===== src/rtl/mem_lsu.sv =====
// ============================================================================
// Module      : mem_lsu
// Description : MEM-stage load/store unit. Accepts one instruction at a time
//               from EXE. It passes ALU results straight through to WB.
//               Memory operations go out over a req/gnt/rvalid data-memory
//               bus. The unit computes byte enables and lane-shifted store
//               data, and extends load data with or without sign.
//               Misaligned accesses, and dword accesses on a 32-bit build,
//               complete at once with misaligned_o set and make no bus
//               request.
// Ports       : clk_i, rst_i (sync, active high)
//               EXE side : valid_i/ready_o handshake, is_load_i, is_store_i,
//                          size_i, unsigned_i, addr_i, wdata_i, tag_i
//               WB side  : valid_o (pulse), result_o, tag_o, misaligned_o
//               DMEM side: dmem_req_o, dmem_we_o, dmem_addr_o, dmem_be_o,
//                          dmem_wdata_o, dmem_gnt_i, dmem_rvalid_i,
//                          dmem_rdata_i
// Revision    : 1.0 - initial release
// ============================================================================
`default_nettype none

module mem_lsu #(
    parameter int XLEN   = 32,
    parameter int ADDR_W = 32,
    parameter int TAG_W  = 8
) (
    input  logic                clk_i,
    input  logic                rst_i,
    input  logic                valid_i,
    output logic                ready_o,
    input  logic                is_load_i,
    input  logic                is_store_i,
    input  logic [1:0]          size_i,
    input  logic                unsigned_i,
    input  logic [ADDR_W-1:0]   addr_i,
    input  logic [XLEN-1:0]     wdata_i,
    input  logic [TAG_W-1:0]    tag_i,
    output logic                valid_o,
    output logic [XLEN-1:0]     result_o,
    output logic [TAG_W-1:0]    tag_o,
    output logic                misaligned_o,
    output logic                dmem_req_o,
    output logic                dmem_we_o,
    output logic [ADDR_W-1:0]   dmem_addr_o,
    output logic [XLEN/8-1:0]   dmem_be_o,
    output logic [XLEN-1:0]     dmem_wdata_o,
    input  logic                dmem_gnt_i,
    input  logic                dmem_rvalid_i,
    input  logic [XLEN-1:0]     dmem_rdata_i
);

    localparam int         c_NB    = XLEN / 8;
    localparam int         c_OFF_W = $clog2(c_NB);
    localparam bit         c_HAS_D = (XLEN == 64);

    localparam logic [1:0] c_ST_IDLE = 2'd0;
    localparam logic [1:0] c_ST_REQ  = 2'd1;
    localparam logic [1:0] c_ST_WAIT = 2'd2;

    logic [1:0]          r_state;
    logic                r_valid;
    logic                r_mis;
    logic [XLEN-1:0]     r_result;
    logic [TAG_W-1:0]    r_tag_out;
    logic [TAG_W-1:0]    r_tag_pend;
    logic                r_req;
    logic                r_we;
    logic [ADDR_W-1:0]   r_addr;
    logic [c_NB-1:0]     r_be;
    logic [XLEN-1:0]     r_wdata;
    logic [1:0]          r_size;
    logic                r_unsigned;
    logic [c_OFF_W-1:0]  r_off;

    // ---------------------------------------------------------------
    // Request decode (IDLE side)
    // ---------------------------------------------------------------
    logic                w_accept;
    logic                w_is_mem;
    logic [c_OFF_W-1:0]  w_off;
    logic [c_OFF_W-1:0]  w_align_mask;
    logic                w_illegal;
    logic                w_misaligned;
    logic [c_NB-1:0]     w_be_base;
    logic [c_NB-1:0]     w_be;
    logic [XLEN-1:0]     w_wdata;
    logic [ADDR_W-1:0]   w_addr_aligned;

    assign ready_o  = (r_state == c_ST_IDLE);
    assign w_accept = valid_i & ready_o;
    assign w_is_mem = is_load_i | is_store_i;
    assign w_off    = addr_i[c_OFF_W-1:0];

    // Low offset bits that must be zero for a naturally aligned access.
    // A bit mask is used instead of a modulo so that one expression covers every size.
    always_comb begin
        w_align_mask = '0;
        w_be_base    = '0;
        case (size_i)
            2'b00: begin
                w_align_mask = '0;
                w_be_base    = c_NB'(1);
            end
            2'b01: begin
                w_align_mask = c_OFF_W'(1);
                w_be_base    = c_NB'(3);
            end
            2'b10: begin
                w_align_mask = c_OFF_W'(3);
                w_be_base    = c_NB'(15);
            end
            default: begin
                w_align_mask = c_OFF_W'(7);
                w_be_base    = '1;
            end
        endcase
    end

    assign w_illegal      = (size_i == 2'b11) && !c_HAS_D;
    assign w_misaligned   = w_illegal || ((w_off & w_align_mask) != '0);
    assign w_be           = w_be_base << w_off;
    assign w_wdata        = wdata_i << {w_off, 3'b000};
    assign w_addr_aligned = {addr_i[ADDR_W-1:c_OFF_W], {c_OFF_W{1'b0}}};

    // ---------------------------------------------------------------
    // Load data extraction: move the addressed lane down to bit 0.
    // Shift it left so the access's MSB sits at XLEN-1. Shift back
    // right, logically or arithmetically, to zero- or sign-extend.
    // ---------------------------------------------------------------
    logic [XLEN-1:0]        w_rshift;
    logic [6:0]             w_ext_sh;
    logic [XLEN-1:0]        w_left;
    logic signed [XLEN-1:0] w_sext;
    logic [XLEN-1:0]        w_load;

    assign w_rshift = dmem_rdata_i >> {r_off, 3'b000};

    always_comb begin
        w_ext_sh = 7'd0;
        case (r_size)
            2'b00:   w_ext_sh = 7'(XLEN - 8);
            2'b01:   w_ext_sh = 7'(XLEN - 16);
            2'b10:   w_ext_sh = 7'(XLEN - 32);
            default: w_ext_sh = 7'd0;
        endcase
    end

    assign w_left = w_rshift << w_ext_sh;
    assign w_sext = $signed(w_left) >>> w_ext_sh;
    assign w_load = r_unsigned ? (w_left >> w_ext_sh) : $unsigned(w_sext);

    // ---------------------------------------------------------------
    // Control FSM and registered outputs
    // ---------------------------------------------------------------
    always_ff @(posedge clk_i) begin
        if (rst_i) begin
            r_state    <= c_ST_IDLE;
            r_valid    <= 1'b0;
            r_mis      <= 1'b0;
            r_result   <= '0;
            r_tag_out  <= '0;
            r_tag_pend <= '0;
            r_req      <= 1'b0;
            r_we       <= 1'b0;
            r_addr     <= '0;
            r_be       <= '0;
            r_wdata    <= '0;
            r_size     <= 2'b00;
            r_unsigned <= 1'b0;
            r_off      <= '0;
        end else begin
            r_valid <= 1'b0;
            r_mis   <= 1'b0;
            case (r_state)
                c_ST_IDLE: begin
                    if (w_accept) begin
                        if (!w_is_mem) begin
                            r_valid   <= 1'b1;
                            r_result  <= XLEN'(addr_i);
                            r_tag_out <= tag_i;
                        end else if (w_misaligned) begin
                            r_valid   <= 1'b1;
                            r_mis     <= 1'b1;
                            r_result  <= '0;
                            r_tag_out <= tag_i;
                        end else begin
                            r_req      <= 1'b1;
                            r_we       <= is_store_i;
                            r_addr     <= w_addr_aligned;
                            r_be       <= w_be;
                            r_wdata    <= w_wdata;
                            r_size     <= size_i;
                            r_unsigned <= unsigned_i;
                            r_off      <= w_off;
                            r_tag_pend <= tag_i;
                            r_state    <= c_ST_REQ;
                        end
                    end
                end
                c_ST_REQ: begin
                    if (dmem_gnt_i) begin
                        r_req <= 1'b0;
                        if (r_we) begin
                            r_valid   <= 1'b1;
                            r_result  <= '0;
                            r_tag_out <= r_tag_pend;
                            r_state   <= c_ST_IDLE;
                        end else begin
                            r_state <= c_ST_WAIT;
                        end
                    end
                end
                c_ST_WAIT: begin
                    if (dmem_rvalid_i) begin
                        r_valid   <= 1'b1;
                        r_result  <= w_load;
                        r_tag_out <= r_tag_pend;
                        r_state   <= c_ST_IDLE;
                    end
                end
                default: r_state <= c_ST_IDLE;
            endcase
        end
    end

    assign valid_o      = r_valid;
    assign misaligned_o = r_mis;
    assign result_o     = r_result;
    assign tag_o        = r_tag_out;
    assign dmem_req_o   = r_req;
    assign dmem_we_o    = r_we;
    assign dmem_addr_o  = r_addr;
    assign dmem_be_o    = r_be;
    assign dmem_wdata_o = r_wdata;

endmodule

`default_nettype wire

===== config.mk =====
export PLATFORM = sky130hd
export DESIGN_NAME = mem_lsu
export DESIGN_NICKNAME = d
export VERILOG_FILES = /design/src/rtl/mem_lsu.sv
export SDC_FILE = /design/constraint.sdc
export NUM_CORES = 1
export LEC_CHECK = 0
export ABC_CLOCK_PERIOD_IN_PS = 2200
export BUFFER_PORTS_ARGS = -buffer_cell sky130_fd_sc_hd__buf_2
export CORE_ASPECT_RATIO = 2
export CORE_MARGIN = 4
export CORE_UTILIZATION = 44
export DETAILED_ROUTE_END_ITERATION = 6
export GPL_TIMING_DRIVEN = 0
export PLACE_DENSITY = 0.76
export SLEW_MARGIN = 0
export SYNTH_ARGS = -nofsm -noshare
export SYNTH_HDL_FRONTEND = slang
export SYNTH_SLANG_ARGS = --single-unit

===== constraint.sdc =====
create_clock -name clk_i -period 2.2 [get_ports clk_i]
set_clock_uncertainty 0.05 [all_clocks]
set_input_delay 0.22 -clock clk_i [delete_from_list [all_inputs] [get_ports clk_i]]
set_output_delay 0.22 -clock clk_i [all_outputs]
set_load 0.05 [all_outputs]

==> results_dict.tcl, run 1 <==
set metrics [dict create \
    status "finished clean" \
    mostFrequentLayoutCell "buf_2" \
    final_area_mm2 0.008402 \
    synthCells 725 \
    crit_chain "inv_1 -> ha_2 -> nor2b_1 -> nor2_2 -> clkbuf_1 -> a31oi_1 -> a211oi_2" \
    pre_cts_ws_ps -593.4 \
    synth_enable_flop_cells 0 \
    cts_root_buf "clkbuf_16" \
    worstMarginPinSlew_ps 803.0 \
    gr-total-overflow 0 \
    rrSetupSlack_ps 90 \
    ys_types 45 \
    clock-sinks 125 \
    clk_path_buf_depth 2 \
    slew_violations 0 \
    ys_ff_latch 125 \
    startpoint "r_state[1]" \
    total_leakage_power_nw 3.464 \
    routed_wl_um 24280 \
    grt_use_total_pct 29.99 \
    slew_headroom_pct 46.46 \
    final_hold_viol_count 0 \
    fin_ws_ps 91.09 \
    detail_route.iter0.violations 370 \
    io_pins 227 \
    die_area_mm2 0.01620 \
    gp_congestion 0.9512 \
    drc 0 \
    finalCritPeriodShare_pct 95.86 \
    avgRoutedWirePerCell_um 20.51 \
    postRouteAntennaNets 0 \
    grt_max_degree 17 \
    drive_gt1_share_pct 34.37 \
    cts_tree "yes" \
    placed_cell_area_mm2 0.007567 \
    final_cell_mix "buf_2, nand2_1, dfxtp_1" \
    worstPathRequired_ps 2480 \
    rows 61 \
    finalSetupViolCount 0 \
    syn2layout_area_growth_pct 35.22 \
    antenna_cells 0 \
    synth_area_leaders "dfxtp_1, mux2i_1, nand2_1" \
    clock.fmax_ghz 0.4742 \
    synth_area_mm2 0.006213 \
    yosysWarningCount 0 \
    synth_top_area_share_pct 40.27 \
    hold_class "input pin to flop" \
    reg2reg_to "tag_o[1]" \
    numCtsBuffers 17 \
    hpwl_um 18920 \
    holdWs_ps 9.487 \
    setup_tns_ps 0 \
    portBuffers 222 \
    ir_drop_mv 0.6371 \
    htreeDepth 4 \
    drt_first_pass_iters 7 \
    core_area_mm2 0.01389 \
    utilization_pct 60.48 \
    maxCapViolations 0 \
    start_kind "flop" \
    fin_cells 1184 \
    power-per-cell-area_mw_per_mm2 1013 \
    ys.flop_type "dfxtp_1" \
    die_h_um 176.1 \
    clk_latency_ps 420 \
    path_max_fanout 10 \
    min_period_ps 2109 \
    die_x_um 92.03 \
    grt_pass1_vias 6981 \
    synth.avg_cell_area_um2 8.570 \
    start_util_pct 44.73 \
    critPathKind "flop to flop" \
    nets 1103 \
    yosysSeqAreaShare_pct 40.27 \
    antenna_found_initial 0 \
    post-synth-top-area-cell "dfxtp_1" \
    rsz0062_at_grt "true" \
    async_reset_ff_share_pct 0 \
    placed_cells 1137 \
    via_per_inst 5.721 \
    end_kind "flop" \
    rr_startpoint "r_state[1]" \
    power.total_mw 8.510 \
    crit_arrival_ps 2390 \
    max_stage_delay_ps 400 \
    grt_pass1_wl_um 37160 \
    critPathCapture "tag_o[1]" \
    reg2reg_depth 7 \
    critPathSlowestCell "clkbuf_1" \
    clk_pin_slew_ps 50 \
    dr_total_vias 6774 \
]
-- registers in the layout, summed over array words and instances, names as in the netlist --
register      count
dmem_req_o        1
r_size            2
r_state           2
r_unsigned        1
dmem_wdata_o     32
r_off             2
dmem_addr_o      30
r_tag_pend        8
result_o         32
tag_o             8
valid_o           1
dmem_be_o         4
dmem_we_o         1
misaligned_o      1
-- critical path, delay by kind of cell (launching register included) --
kind | cells | cell delay [ps]
and+or+nand+nor | 2 | 450
adders and majority gates | 1 | 220
buffers and inverters | 2 | 520
DFF | 1 | 380
AOI/OAI and AO/OA | 2 | 410
-- synth_stat cells, drive strengths merged, types with 3 or more instances --
library cell	number
o21a	3
a211oi	30
a31oi	41
nor2	30
o21ai	4
mux2i	57
or3	11
a22oi	16
clkbuf	54
inv	4
ha	5
nand3	11
nand3b	8
a21o	3
nand2	130
buf	22
o211ai	15
a32oi	9
dfxtp	125
mux2	8
a311oi	19
nor2b	4
nor3	13
a21oi	82
-- area by class of cell --
cell class | instances | area, um2
fillers | 1249 | 5489
multi-input cells | 521 | 3407
flip-flops and latches | 125 | 2502
repair buffers | 241 | 1291
clock buffers | 17 | 425.4
plain buffers | 74 | 379.1
well taps | 189 | 236.5
clock inverters | 13 | 145.1
inverters | 4 | 15.01
-- report_power, final --
part           internal (mW)  switching, mW  leakage [nW]
clock network           1.66           1.08         0.260
registers               2.55          0.159          1.02
logic                  0.901           2.16          2.18
-- layer usage --
layer | track usage (%) | wire [um] | vias to the layer above
met1 | 26.97 | 7697 | 3110
met5 | 0 | 0 | -
met2 | 55.80 | 12990 | 387
li1 | - | - | 3168
met3 | 7.591 | 1756 | 109
met4 | 22.89 | 1842 | 0
-- cells by family after synthesis --
kind of cell,Yosys count,synth area share [%]
AOI/OAI and AO/OA,233,26.72
buffers and inverters,80,5.940
other,1,0.06035
muxes,66,10.99
and+or+nand+nor,215,15.00
adders and majority gates,5,1.007
DFF,125,40.27
-- worst min path at each step --
stage | cells after the start | endpoint | slack [ps] | startpoint
after floorplan | 2 | r_unsigned | 310 | unsigned_i
after global placement | 2 | dmem_be_o[1] | 390 | dmem_be_o[1]
after detailed placement | 2 | dmem_wdata_o[5] | 390 | dmem_wdata_o[5]
after CTS | 3 | r_tag_pend[1] | 0.1 | tag_i[1]
after global routing | 3 | dmem_addr_o[26] | 3 | addr_i[26]
final | 3 | r_tag_pend[1] | 9 | tag_i[1]
-- what timing repair did --
item	in CTS	in global routing
pin swaps	1	2
buffers inserted	4	0
gates resized for setup	16	29
endpoints found under the hold margin	14	1
hold buffers	14	1
endpoints found under the setup margin	53	98
No activity file was read; power rests on OpenSTA's default activity.
==> inputs of run 2 (changes only) <==
--- a/config.mk
+++ b/config.mk
@@ -7,7 +7,6 @@
 export LEC_CHECK = 0
 export ABC_CLOCK_PERIOD_IN_PS = 2200
 export BUFFER_PORTS_ARGS = -buffer_cell sky130_fd_sc_hd__buf_2
-export CORE_ASPECT_RATIO = 2
 export CORE_MARGIN = 4
 export CORE_UTILIZATION = 44
 export DETAILED_ROUTE_END_ITERATION = 6
==> run 2 against run 1 <==
Compared with the run above:
- sequential power about the same
- combinational power decreased by 2%
- final cell count increased by 0.17%
- fmax decreased by 1.0%
- sequential share of layout area decreased by 0.54 points
- wire length decreased by 6.4%
- critical endpoint is now result_o[3]
==> results_dict.tcl, run 2 (same netlist as run 1, synthesis figures left out) <==
set metrics [dict create \
    min_period_ps 2131 \
    rrSetupSlack_ps 70 \
    grt_use_total_pct 27.31 \
    total_leakage_power_nw 3.567 \
    clock-sinks 125 \
    placed_cell_area_mm2 0.007556 \
    holdWs_ps 22.37 \
    worstPathRequired_ps 2490 \
    die_x_um 126.8 \
    power-per-cell-area_mw_per_mm2 1036 \
    power.total_mw 8.863 \
    dr_wl_met2_um 10440 \
    grt_max_degree 17 \
    maxCapViolations 0 \
    ir_drop_mv 0.4903 \
    cts_root_buf "clkbuf_16" \
    start_util_pct 44.76 \
    postRouteAntennaNets 0 \
    finalCritPeriodShare_pct 96.84 \
    dr_total_vias 6849 \
    m1WireLength_um 9353 \
    drc 0 \
    cts_tree "yes" \
    wl_met3_um 2289 \
    syn2layout_area_growth_pct 37.70 \
    io_pins 227 \
    regArea_mm2 0.002502 \
    clk_pin_slew_ps 60 \
    grt_pass1_vias 6604 \
    end_kind "flop" \
    reg2reg_depth 7 \
    avgRoutedWirePerCell_um 19.16 \
    grt_pass1_wl_um 34850 \
    antenna_cells 0 \
    fillers 1219 \
    numCtsBuffers 17 \
    path_max_fanout 10 \
    hold_start "addr_i[13]" \
    htreeDepth 4 \
    via_per_inst 5.775 \
    drive_gt1_share_pct 34.29 \
    detail_route.iter0.violations 746 \
    final_hold_viol_count 0 \
    core_area_mm2 0.01388 \
    slew_headroom_pct 47.74 \
    reg2reg_to "result_o[3]" \
    status "finished clean" \
    nets 1112 \
    slew_violations 0 \
    drt_first_pass_iters 5 \
    worstMarginPinSlew_ps 783.9 \
    critPathKind "flop to flop" \
    routed_wl_um 22730 \
    multiInputGateArea_mm2 0.003395 \
    start_kind "flop" \
    crit_arrival_ps 2420 \
    rows 43 \
    antenna_found_initial 0 \
    gp_congestion 0.9398 \
    setup_tns_ps 0 \
    holdPathEnd "dmem_addr_o[13]" \
    gr-total-overflow 0 \
    finalSetupViolCount 0 \
    clk_latency_ps 420 \
    die_h_um 126.8 \
    hpwl_um 16800 \
    holdPathStages 3 \
    die_area_mm2 0.01609 \
    utilization_pct 61.64 \
    clock.fmax_ghz 0.4694 \
    final_area_mm2 0.008556 \
    mostFrequentLayoutCell "buf_2" \
    portBuffers 222 \
    final_cell_mix "buf_2, nand2_1, dfxtp_1" \
    top_layer "met4" \
    rr_startpoint "r_state[0]" \
    hold_class "input pin to flop" \
    clk_path_buf_depth 2 \
]
-- run 2: metal layers --
metal,track usage (%),up-vias
met3,6.232,52
li1,-,3193
met2,43.80,401
met1,35.58,3203
met4,11.10,0
met5,0,-
-- run 2: metrics by stage --
| step | worst slack, ps | std cells |
|---|---|---|
| floorplan | 119.0 | 726 |
| global placement | -399.3 | 1128 |
| detailed placement | -419.8 | 1128 |
| CTS | 5.164 | 1186 |
| global route | -7.260 | 1186 |
| finish | 69.47 | 1186 |
-- run 2: worst max-delay path by stage --
stage / startpoint / to / slack (ps)
final: r_state[0] / result_o[3] / 70
after global routing: r_state[1] / result_o[27] / -7
after CTS: r_state[1] / result_o[19] / 5
after detailed placement: r_state[1] / result_o[28] / -420
after global placement: r_state[1] / result_o[27] / -400
after floorplan: r_state[0] / result_o[24] / 120
-- run 2: layout make-up --
class,instances,area share (%)
well taps,180,2.632
inverters,4,0.1755
plain buffers,74,4.460
clock inverters,14,2.530
clock buffers,18,5.133
repair buffers,250,16.15
multi-input cells,521,39.68
flip-flops and latches,125,29.25
-- run 2: critical path: stages, from the launching register on --
cell and delay (ps):
dfxtp_1 390, inv_1 100, ha_2 240, inv_1 120, a211o_1 330, clkbuf_1 410, a31oi_1 170, a211oi_2 230
-- run 2: timing repair --
action / in CTS / in global routing
endpoints found under the setup margin: 60 / 89
hold buffers: 24 / 0
cloned: 0 / 0
resized for setup: 17 / 30
buffers inserted: 2 / 2
endpoints found under the hold margin: 24 / 0
pin swaps: 1 / 1
-- run 2: power breakdown --
| part | switching [mW] | leakage, nW | internal, mW |
|---|---|---|---|
| combinational | 2.10 | 2.23 | 0.908 |
| sequential | 0.170 | 1.02 | 2.55 |
| clock | 1.09 | 0.320 | 2.04 |
| total | 3.36 | 3.57 | 5.50 |
==> inputs of run 3 (changes only) <==
--- a/config.mk
+++ b/config.mk
@@ -5,13 +5,13 @@
 export SDC_FILE = /design/constraint.sdc
 export NUM_CORES = 1
 export LEC_CHECK = 0
-export ABC_CLOCK_PERIOD_IN_PS = 2200
+export ABC_CLOCK_PERIOD_IN_PS = 2800
 export BUFFER_PORTS_ARGS = -buffer_cell sky130_fd_sc_hd__buf_2
 export CORE_MARGIN = 4
 export CORE_UTILIZATION = 44
 export DETAILED_ROUTE_END_ITERATION = 6
 export GPL_TIMING_DRIVEN = 0
-export PLACE_DENSITY = 0.76
+export PLACE_DENSITY = 0.73
 export SLEW_MARGIN = 0
 export SYNTH_ARGS = -nofsm -noshare
 export SYNTH_HDL_FRONTEND = slang
==> constraint.sdc (replaced) <==
create_clock -name clk_i -period 2.8 [get_ports clk_i]
set_clock_uncertainty 0.05 [all_clocks]
set_input_delay 0.28 -clock clk_i [delete_from_list [all_inputs] [get_ports clk_i]]
set_output_delay 0.28 -clock clk_i [all_outputs]
set_load 0.05 [all_outputs]
==> run 3 against run 2 <==
Compared with the run above:
- clock-buffer cell count rose by 7
- sequential power fell by 22%
- register-to-register slack improved by 170 ps
- final cell count fell by 2.1%
- critical path type unchanged
- via count fell by 1.2%
- largest power group is now combinational logic
- global-route usage fell by 0.35 points
- combinational power fell by 23%
==> results_dict.tcl, run 3 (same netlist as run 1, synthesis figures left out) <==
set metrics [dict create \
    rr_startpoint "r_state[0]" \
    gr-usage-met3_pct 6.611 \
    detail_route.iter0.violations 659 \
    core_area_mm2 0.01388 \
    top_usage_layer "met2" \
    cts_tree "yes" \
    crit_arrival_ps 2840 \
    fillers 1317 \
    avgRoutedWirePerCell_um 19.24 \
    start_kind "flop" \
    multiInputGateArea_mm2 0.003353 \
    portBuffers 222 \
    rrSetupSlack_ps 240 \
    clock-sinks 125 \
    critPathSlowestCell "nor3_1" \
    nets 1086 \
    cts_root_buf "clkbuf_16" \
    groute.layer.met2.usage_pct 43.15 \
    gr-total-overflow 0 \
    worstPathRequired_ps 3090 \
    postRouteAntennaNets 0 \
    holdPathEnd "r_unsigned" \
    end_kind "flop" \
    use_met1_pct 35.78 \
    mostFrequentLayoutCell "buf_2" \
    crit_chain "inv_1 -> ha_1 -> nor3_1 -> clkbuf_1 -> a22oi_1 -> a211oi_2" \
    holdPathStages 3 \
    holdWs_ps 51.30 \
    maxCapViolations 0 \
    finalSetupViolCount 0 \
    via_per_inst 5.829 \
    max_stage_delay_ps 660 \
    gp_congestion 0.9611 \
    reg2reg_to "result_o[8]" \
    path_max_fanout 10 \
    ir_drop_mv 0.4184 \
    clk_latency_ps 420 \
    slew_violations 0 \
    drt_first_pass_iters 6 \
    hold_class "input pin to flop" \
    htreeDepth 4 \
    grt_pass1_wl_um 34330 \
    clk_path_buf_depth 2 \
    routed_wl_um 22330 \
    grt_max_degree 17 \
    regArea_mm2 0.002502 \
    die_area_mm2 0.01609 \
    clk_pin_slew_ps 60 \
    die_x_um 126.8 \
    grt_pass1_vias 6288 \
    total_leakage_power_nw 3.358 \
    critPathKind "flop to flop" \
    grt_use_total_pct 26.96 \
    status "finished clean" \
    finalCritPeriodShare_pct 91.39 \
    rows 43 \
    min_period_ps 2559 \
    setup_tns_ps 0 \
    rsz0062_at_grt "false" \
    numCtsBuffers 17 \
    hpwl_um 16570 \
    io_pins 227 \
    drc 0 \
    post_cts_buffers 0 \
    slew_headroom_pct 43.43 \
    start_util_pct 44.76 \
    reg2reg_depth 6 \
    final_hold_viol_count 0 \
    power-per-cell-area_mw_per_mm2 806.5 \
    worstMarginPinSlew_ps 847.0 \
    dr_total_vias 6768 \
    die_h_um 126.8 \
    hold_start "unsigned_i" \
    final_cell_mix "buf_2, nand2_1, dfxtp_1" \
    drive_gt1_share_pct 31.63 \
    antenna_found_initial 1 \
    clock.fmax_ghz 0.3908 \
    syn2layout_area_growth_pct 30.83 \
]
-- run 3: cell count changes in the layout (fill, tap and decap cells not counted), sizes merged --
| cell | change |
|---|---|
| bufinv | -4 |
| buf | -7 |
| clkbuf | +12 |
| diode | +1 |
| dlygate4sd3 | -24 |
| inv | -1 |
| clkinv | -1 |
| clkinvlp | -1 |
-- run 3: routing by layer --
layer  part of all wire, %  vias up  wire length (um)
met5                     0        -                 0
met4                   2.4        0               527
met3                    10       41              2248
met2                    46      392             10370
met1                    41     3197              9182
li1                      -     3138                 -
-- run 3: area by class of cell --
cell class	instances	share of cell area, %
multi-input cells	521	41.25
flip-flops and latches	125	30.78
repair buffers	222	13.67
clock buffers	25	6.218
plain buffers	76	4.356
well taps	180	2.771
clock inverters	7	0.7388
inverters	4	0.1847
diodes	1	0.03078
-- run 3: worst max path at each step --
| stage | start | endpoint | slack, ps | cells past startpoint |
|---|---|---|---|---|
| 2_1_floorplan | r_state[0] | dmem_wdata_o[20] | 520 | 8 |
| 3_3_place_gp | r_state[0] | result_o[24] | 140 | 7 |
| 3_5_place_dp | r_state[0] | result_o[28] | 100 | 7 |
| 4_1_cts | r_state[0] | result_o[28] | 70 | 7 |
| 5_1_grt | r_state[0] | result_o[25] | 50 | 6 |
| 6_report | r_state[0] | result_o[8] | 240 | 6 |
-- run 3: critical path, delay by kind of cell, from the launching register on --
kind	cells	cell delay (ps)
buf+inv	2	580
flops	1	390
simple gates	1	660
compound gates	2	470
fa+ha+maj	1	320
-- run 3: where the power goes --
| part | internal [mW] | leakage (nW) | switching, mW |
|---|---|---|---|
| Combinational | 0.665 | 2.05 | 1.65 |
| Sequential | 2.00 | 1.02 | 0.126 |
| Clock | 1.33 | 0.287 | 0.787 |
-- run 3: stage by stage --
step	power, mW	instance area, um2	utilization [%]	std cells	setup slack, ps
finish	6.556	8129	58.56	1161	241.1
global route	6.819	8129	58.56	1161	46.35
CTS	6.564	8119	58.49	1160	72.14
detailed placement	4.445	7553	54.42	1128	100.9
global placement	4.419	7553	54.42	1128	139.4
floorplan	3.834	6217	-	726	523.2
-- run 3: what timing repair did --
item | CTS | global route
setup endpoints to repair | 0 | 8
resized for setup | 0 | 2
hold buffers | 0 | 0
